==> config.mk <==
export PLATFORM = sky130hd
export DESIGN_NAME = mistral_lut_cfg_loader_flat
export DESIGN_NICKNAME = d
export VERILOG_FILES = /design/src/rtl/mistral_cfg_pkg.sv /design/src/rtl/mistral_lut_cfg_loader_if.sv /design/src/rtl/mistral_lut4_dyn.sv /design/src/rtl/mistral_lut_cfg_loader.sv /design/src/flat_wrapper.sv
export SDC_FILE = /design/constraint.sdc
export NUM_CORES = 1
export LEC_CHECK = 0
export ABC_AREA = 1
export BUFFER_PORTS_ARGS = -buffer_cell sky130_fd_sc_hd__buf_2
export CAP_MARGIN = 40
export CORE_AREA = 2 2 164 166
export CTS_CLUSTER_DIAMETER = 60
export DETAILED_ROUTE_END_ITERATION = 10
export DIE_AREA = 0 0 166 168
export PLACE_DENSITY = 0.78
export SYNTH_ARGS = -nofsm -noshare
export SYNTH_HDL_FRONTEND = slang
export SYNTH_SLANG_ARGS = --single-unit
==> constraint.sdc <==
create_clock -name CLK -period 13.15 [get_ports CLK]
set_input_delay 2.63 -clock CLK [delete_from_list [all_inputs] [get_ports CLK]]
set_output_delay 2.63 -clock CLK [all_outputs]
set_load 0.03 [all_outputs]
==> src/rtl/mistral_cfg_pkg.sv <==
// Shared constants, FSM state type and check-word helper for the LUT4 config loader.
package mistral_cfg_pkg;

  localparam logic [3:0]  SYNC    = 4'hA;
  localparam logic [15:0] CHK_KEY = 16'h5A5A;

  typedef enum logic [1:0] {StHdr, StMask, StChk, StWrite} cfg_state_e;

  // Expected check word for a header/mask pair.
  function automatic logic [15:0] frame_chk(input logic [15:0] hdr, input logic [15:0] mask);
    return hdr ^ mask ^ CHK_KEY;
  endfunction

endpackage

==> src/rtl/mistral_lut_cfg_loader_if.sv <==
// Config word stream (valid/ready) between a frame source and the loader.
interface mistral_lut_cfg_loader_if;

  logic [15:0] CFG_DATA;
  logic        CFG_VALID;
  logic        CFG_READY;

  modport master (output CFG_DATA, output CFG_VALID, input CFG_READY);
  modport slave  (input CFG_DATA, input CFG_VALID, output CFG_READY);

endinterface

==> src/rtl/mistral_lut4_dyn.sv <==
// LUT4 with a port-driven mask: A selects first, then B, C and finally D.
module mistral_lut4_dyn (
  input  logic [15:0] MASK,
  input  logic        A,
  input  logic        B,
  input  logic        C,
  input  logic        D,
  output logic        Q
);

  logic [7:0] s_a;
  logic [3:0] s_b;
  logic [1:0] s_c;

  // Binary mux tree; bit index selected is {D,C,B,A}.
  always_comb begin
    for (int i = 0; i < 8; i++) s_a[i] = A ? MASK[2*i+1] : MASK[2*i];
    for (int i = 0; i < 4; i++) s_b[i] = B ? s_a[2*i+1] : s_a[2*i];
    for (int i = 0; i < 2; i++) s_c[i] = C ? s_b[2*i+1] : s_b[2*i];
    Q = D ? s_c[1] : s_c[0];
  end

endmodule

==> src/rtl/mistral_lut_cfg_loader.sv <==
// Runtime-reconfigurable LUT4 bank: checks 3-word config frames into a shadow bank and
// copies the shadow bank to the active bank on COMMIT.
module mistral_lut_cfg_loader
  import mistral_cfg_pkg::*;
#(
  parameter int unsigned NLUT      = 8,
  parameter logic [15:0] INIT_MASK = 16'h0000
) (
  input  logic                   CLK,
  input  logic                   ARST,
  mistral_lut_cfg_loader_if.slave cfg,
  input  logic                   COMMIT,
  input  logic [4*NLUT-1:0]      LUT_IN,
  output logic [NLUT-1:0]        Q,
  output logic [16*NLUT-1:0]     MASKS,
  output logic                   FRAME_OK,
  output logic                   ERR,
  output logic [7:0]             ERR_CNT
);

  cfg_state_e  state_q, state_d;
  logic [15:0] hdr_q, hdr_d;
  logic [15:0] mask_q, mask_d;
  logic [15:0] shadow_q [NLUT];
  logic [15:0] active_q [NLUT];
  logic        err_q;
  logic [7:0]  err_cnt_q;
  logic        ready;
  logic        err_evt;
  logic        addr_ok;

  assign addr_ok = 32'(hdr_q[7:0]) < NLUT;

  // Frame FSM: next state, word capture, handshake and error events.
  always_comb begin
    state_d  = state_q;
    hdr_d    = hdr_q;
    mask_d   = mask_q;
    ready    = 1'b1;
    FRAME_OK = 1'b0;
    err_evt  = 1'b0;
    case (state_q)
      StHdr: begin
        if (cfg.CFG_VALID) begin
          if (cfg.CFG_DATA[15:12] == SYNC) begin
            hdr_d   = cfg.CFG_DATA;
            state_d = StMask;
          end else begin
            err_evt = 1'b1;
          end
        end
      end
      StMask: begin
        if (cfg.CFG_VALID) begin
          mask_d  = cfg.CFG_DATA;
          state_d = StChk;
        end
      end
      StChk: begin
        if (cfg.CFG_VALID) begin
          if (cfg.CFG_DATA == frame_chk(hdr_q, mask_q) && addr_ok) begin
            state_d = StWrite;
          end else begin
            err_evt = 1'b1;
            state_d = StHdr;
          end
        end
      end
      StWrite: begin
        ready    = 1'b0;
        FRAME_OK = 1'b1;
        state_d  = StHdr;
      end
      default: state_d = StHdr;
    endcase
  end

  assign cfg.CFG_READY = ready;

  // FSM and captured frame words.
  always_ff @(posedge CLK or posedge ARST) begin
    if (ARST) begin
      state_q <= StHdr;
      hdr_q   <= '0;
      mask_q  <= '0;
    end else begin
      state_q <= state_d;
      hdr_q   <= hdr_d;
      mask_q  <= mask_d;
    end
  end

  // Shadow/active banks; a commit in the WRITE cycle copies the pre-write shadow.
  always_ff @(posedge CLK or posedge ARST) begin
    if (ARST) begin
      for (int i = 0; i < NLUT; i++) begin
        shadow_q[i] <= INIT_MASK;
        active_q[i] <= INIT_MASK;
      end
    end else begin
      for (int i = 0; i < NLUT; i++) begin
        if (state_q == StWrite && hdr_q[7:0] == 8'(i)) shadow_q[i] <= mask_q;
        if (COMMIT) active_q[i] <= shadow_q[i];
      end
    end
  end

  // Sticky error flag and saturating rejected-frame counter.
  always_ff @(posedge CLK or posedge ARST) begin
    if (ARST) begin
      err_q     <= 1'b0;
      err_cnt_q <= '0;
    end else if (err_evt) begin
      err_q <= 1'b1;
      if (err_cnt_q != 8'hFF) err_cnt_q <= err_cnt_q + 8'd1;
    end
  end

  assign ERR     = err_q;
  assign ERR_CNT = err_cnt_q;

  for (genvar i = 0; i < NLUT; i++) begin : g_lut
    assign MASKS[16*i +: 16] = active_q[i];

    mistral_lut4_dyn u_lut (
      .MASK (active_q[i]),
      .A    (LUT_IN[4*i]),
      .B    (LUT_IN[4*i+1]),
      .C    (LUT_IN[4*i+2]),
      .D    (LUT_IN[4*i+3]),
      .Q    (Q[i])
    );
  end

endmodule

==> src/flat_wrapper.sv <==
// flat-port wrapper written by rule: the top's interface ports become plain ports
module mistral_lut_cfg_loader_flat import mistral_cfg_pkg::*;
#(
  parameter int unsigned NLUT      = 8,
  parameter logic [15:0] INIT_MASK = 16'h0000
)
  (CLK, ARST, COMMIT, LUT_IN, Q, MASKS, FRAME_OK, ERR, ERR_CNT, cfg_CFG_DATA, cfg_CFG_VALID, cfg_CFG_READY);
  mistral_lut_cfg_loader_if cfg_i ();
  input  logic CLK;
  input  logic ARST;
  input  logic COMMIT;
  input  logic [4*NLUT-1:0] LUT_IN;
  output logic [NLUT-1:0] Q;
  output logic [16*NLUT-1:0] MASKS;
  output logic FRAME_OK;
  output logic ERR;
  output logic [7:0] ERR_CNT;
  input wire logic [$bits(cfg_i.CFG_DATA)-1:0] cfg_CFG_DATA;
  input wire logic [$bits(cfg_i.CFG_VALID)-1:0] cfg_CFG_VALID;
  output wire logic [$bits(cfg_i.CFG_READY)-1:0] cfg_CFG_READY;
  assign cfg_i.CFG_DATA = cfg_CFG_DATA;
  assign cfg_i.CFG_VALID = cfg_CFG_VALID;
  assign cfg_CFG_READY = cfg_i.CFG_READY;
  mistral_lut_cfg_loader #(.NLUT(NLUT), .INIT_MASK(INIT_MASK)) u_core (.CLK(CLK), .ARST(ARST), .cfg(cfg_i), .COMMIT(COMMIT), .LUT_IN(LUT_IN), .Q(Q), .MASKS(MASKS), .FRAME_OK(FRAME_OK), .ERR(ERR), .ERR_CNT(ERR_CNT));
endmodule
==> impl_metrics.json <==
{
  "die_x_um": 166,
  "synth_cell_type_count": 33,
  "ys_seq_area_share_pct": 58.4,
  "cts_tree": "done",
  "crit_path_end_kind": "primary output",
  "cts_htree_levels": 1,
  "synth.avg_cell_area_um2": 9.29,
  "root_buffer": "clkbuf_16",
  "leakagePower_nw": 7.65,
  "finalWirelength_um": 31900,
  "finalSetupViolations": 0,
  "relSlewSlack_pct": 44.8,
  "ys_seq_elements": 299,
  "power_density_nw_per_um2": 159,
  "final-instance-count-excl-fill": 1908,
  "area_delta_synth_final_pct": 18.0,
  "fmax_ghz": 0.156,
  "crit_fanout": 16,
  "final_area_um2": 15100,
  "fin_ws_ps": 6750,
  "drtAntennaViolNets": 0,
  "clock_latency_ps": 540,
  "numCtsBuffers": 30,
  "drive_gt1_share_pct": 22.7,
  "via_count": 10088,
  "port_buffers": 198,
  "fin_nets": 1601,
  "place_area_um2": 14200,
  "post_cts_resized": 0,
  "coreArea_um2": 26400,
  "hold_class": "flop to flop",
  "hpwl_um": 21500,
  "wl_per_cell_um": 16.7,
  "antenna_found_initial": 3,
  "drcViolationCount": 0,
  "rsz0062_at_grt": "no",
  "worst_pin_slew_ps": 828,
  "numClockSinks": 299,
  "overflow": 0,
  "path_class": "input port to primary output",
  "rows": 60,
  "finalCritPeriodShare_pct": 48.6,
  "clock_skew_ps": 8.53,
  "ios": 199,
  "place_ws_ps": 6740,
  "ir_drop_v": 0.000129,
  "netlist_area_um2": 12800,
  "clockBufferDepth": 3,
  "netlist_instances": 1378,
  "final_common_cell": "nand2_1",
  "start_util_pct": 48.6,
  "hold_ws_ps": 469,
  "yosysWarnings": 0,
  "via_per_inst": 5.29,
  "maxSlewViolCount": 0,
  "utilization_pct": 57.4,
  "die_height_um": 168,
  "drtIter0Drc": 773,
  "min_period_ps": 6400,
  "grt_pass1_vias": 9557,
  "cp-start-kind": "input port",
  "placed_cells": 1857,
  "finalSetupTns_ps": 0,
  "syn_nets": 1431,
  "hold_viol": 0,
  "clkTransAtPathRegs_ps": 60,
  "cts_hold_buf": 0,
  "grt_start_max_net_pins": 159,
  "p_total_mw": 2.40,
  "antennaDiodeCount": 0,
  "layout_common_cells": "346 x nand2_1, 299 x dfrtp_1, 209 x o21ai_0",
  "worstPathArrival_ps": 3770,
  "cts_setup_buffers": 0,
  "grt_pass1_wl_um": 50400,
  "max-cap-violations": 0,
  "die_area_um2": 27900,
  "grt_use_total_pct": 22.5,
  "outcome": "finished clean",
  "dr.pass1.iters": 6,
  "cp.required_ps": 10520,
  "gp_congestion": 0.856,
  "num-fill-cells": 2268
}
[logic make-up after synthesis]
| group | after synthesis | synth area share, % |
|---|---|---|
| adders and majority gates | 1 | 0.0977 |
| DFF | 299 | 58.4 |
| and+or+nand+nor | 446 | 14.3 |
| xor gates and xnor gates | 7 | 0.479 |
| muxes | 65 | 5.72 |
| buffers and inverters | 203 | 6.40 |
| AOI/OAI and AO/OA | 357 | 14.6 |
[state kept, by name, summed over array words and instances, names as in the netlist]
| signal | flops |
|---|---|
| u_core.shadow_q | 128 |
| u_core.mask_q | 16 |
| u_core.ERR_CNT | 8 |
| u_core.MASKS | 128 |
| u_core.hdr_q | 16 |
| u_core.state_q | 2 |
| u_core.ERR | 1 |
[cells in the mapped netlist (all sizes together)]
library cell | n | area [um2]
nand2 | 353 | 1340
dfrtp | 299 | 7480
o21ai | 280 | 1410
inv | 131 | 492
mux2 | 65 | 732
a21oi | 50 | 250
clkbuf | 45 | 169
nor2 | 43 | 169
nand3 | 28 | 150
buf | 27 | 159
o211ai | 13 | 97.6
nand4 | 10 | 77.6
o221ai | 7 | 61.3
nor3 | 6 | 40.0
and3 | 5 | 31.3
o31ai | 5 | 37.5
xor2 | 5 | 43.8
xnor2 | 2 | 17.5
a21o | 1 | 7.51
ha | 1 | 12.5
nor4 | 1 | 21.3
o22a | 1 | 8.76
[final cells by class]
cell class                 count  area [um2]  area share [%]
sequential                   299        7480            49.5
multi-input combinational    876        4510            29.8
timing repair buffer         210        1260            8.35
clock buffer                  46         912            6.04
inverter                     131         499            3.30
tap                          341         427            2.82
clock inverter                 5        25.0           0.166
[metal layers]
| layer | share of wire (%) | global-route usage, % | vias up |
|---|---|---|---|
| met1 | 45 | 31.2 | 4861 |
| met5 | 0.12 | 0 | - |
| li1 | - | - | 4871 |
| met2 | 47 | 37.0 | 295 |
| met4 | 2.1 | 5.44 | 6 |
| met3 | 5.9 | 4.21 | 55 |
[critical path, stage by stage]
cell	delay (ps)
buf_2	190
a21oi_1	160
o21ai_0	100
nand3_1	80
nand2_1	40
o21ai_0	300
buf_2	270
[worst paths after layout]
path / to / slack (ps) / cells past startpoint / start
min in group asynchronous: u_core.ERR / 2110 / 2 / ARST
setup / recovery: Q[2] / 6750 / 7 / LUT_IN[8]
hold / removal: u_core.ERR / 470 / 1 / u_core.ERR
hold reg to reg: u_core.ERR / 470 / 1 / u_core.ERR
setup reg to reg: u_core.ERR_CNT[5] / 11140 / 11 / u_core.mask_q[6]
max in group asynchronous: u_core.MASKS[52] / 9850 / 3 / ARST
[power by group]
group	switching, mW	internal [mW]	total [mW]
registers	0.0770	1.01	1.09
logic	0.370	0.135	0.505
clock network	0.334	0.471	0.806
Note: power is estimated with default switching activity, not from simulation.
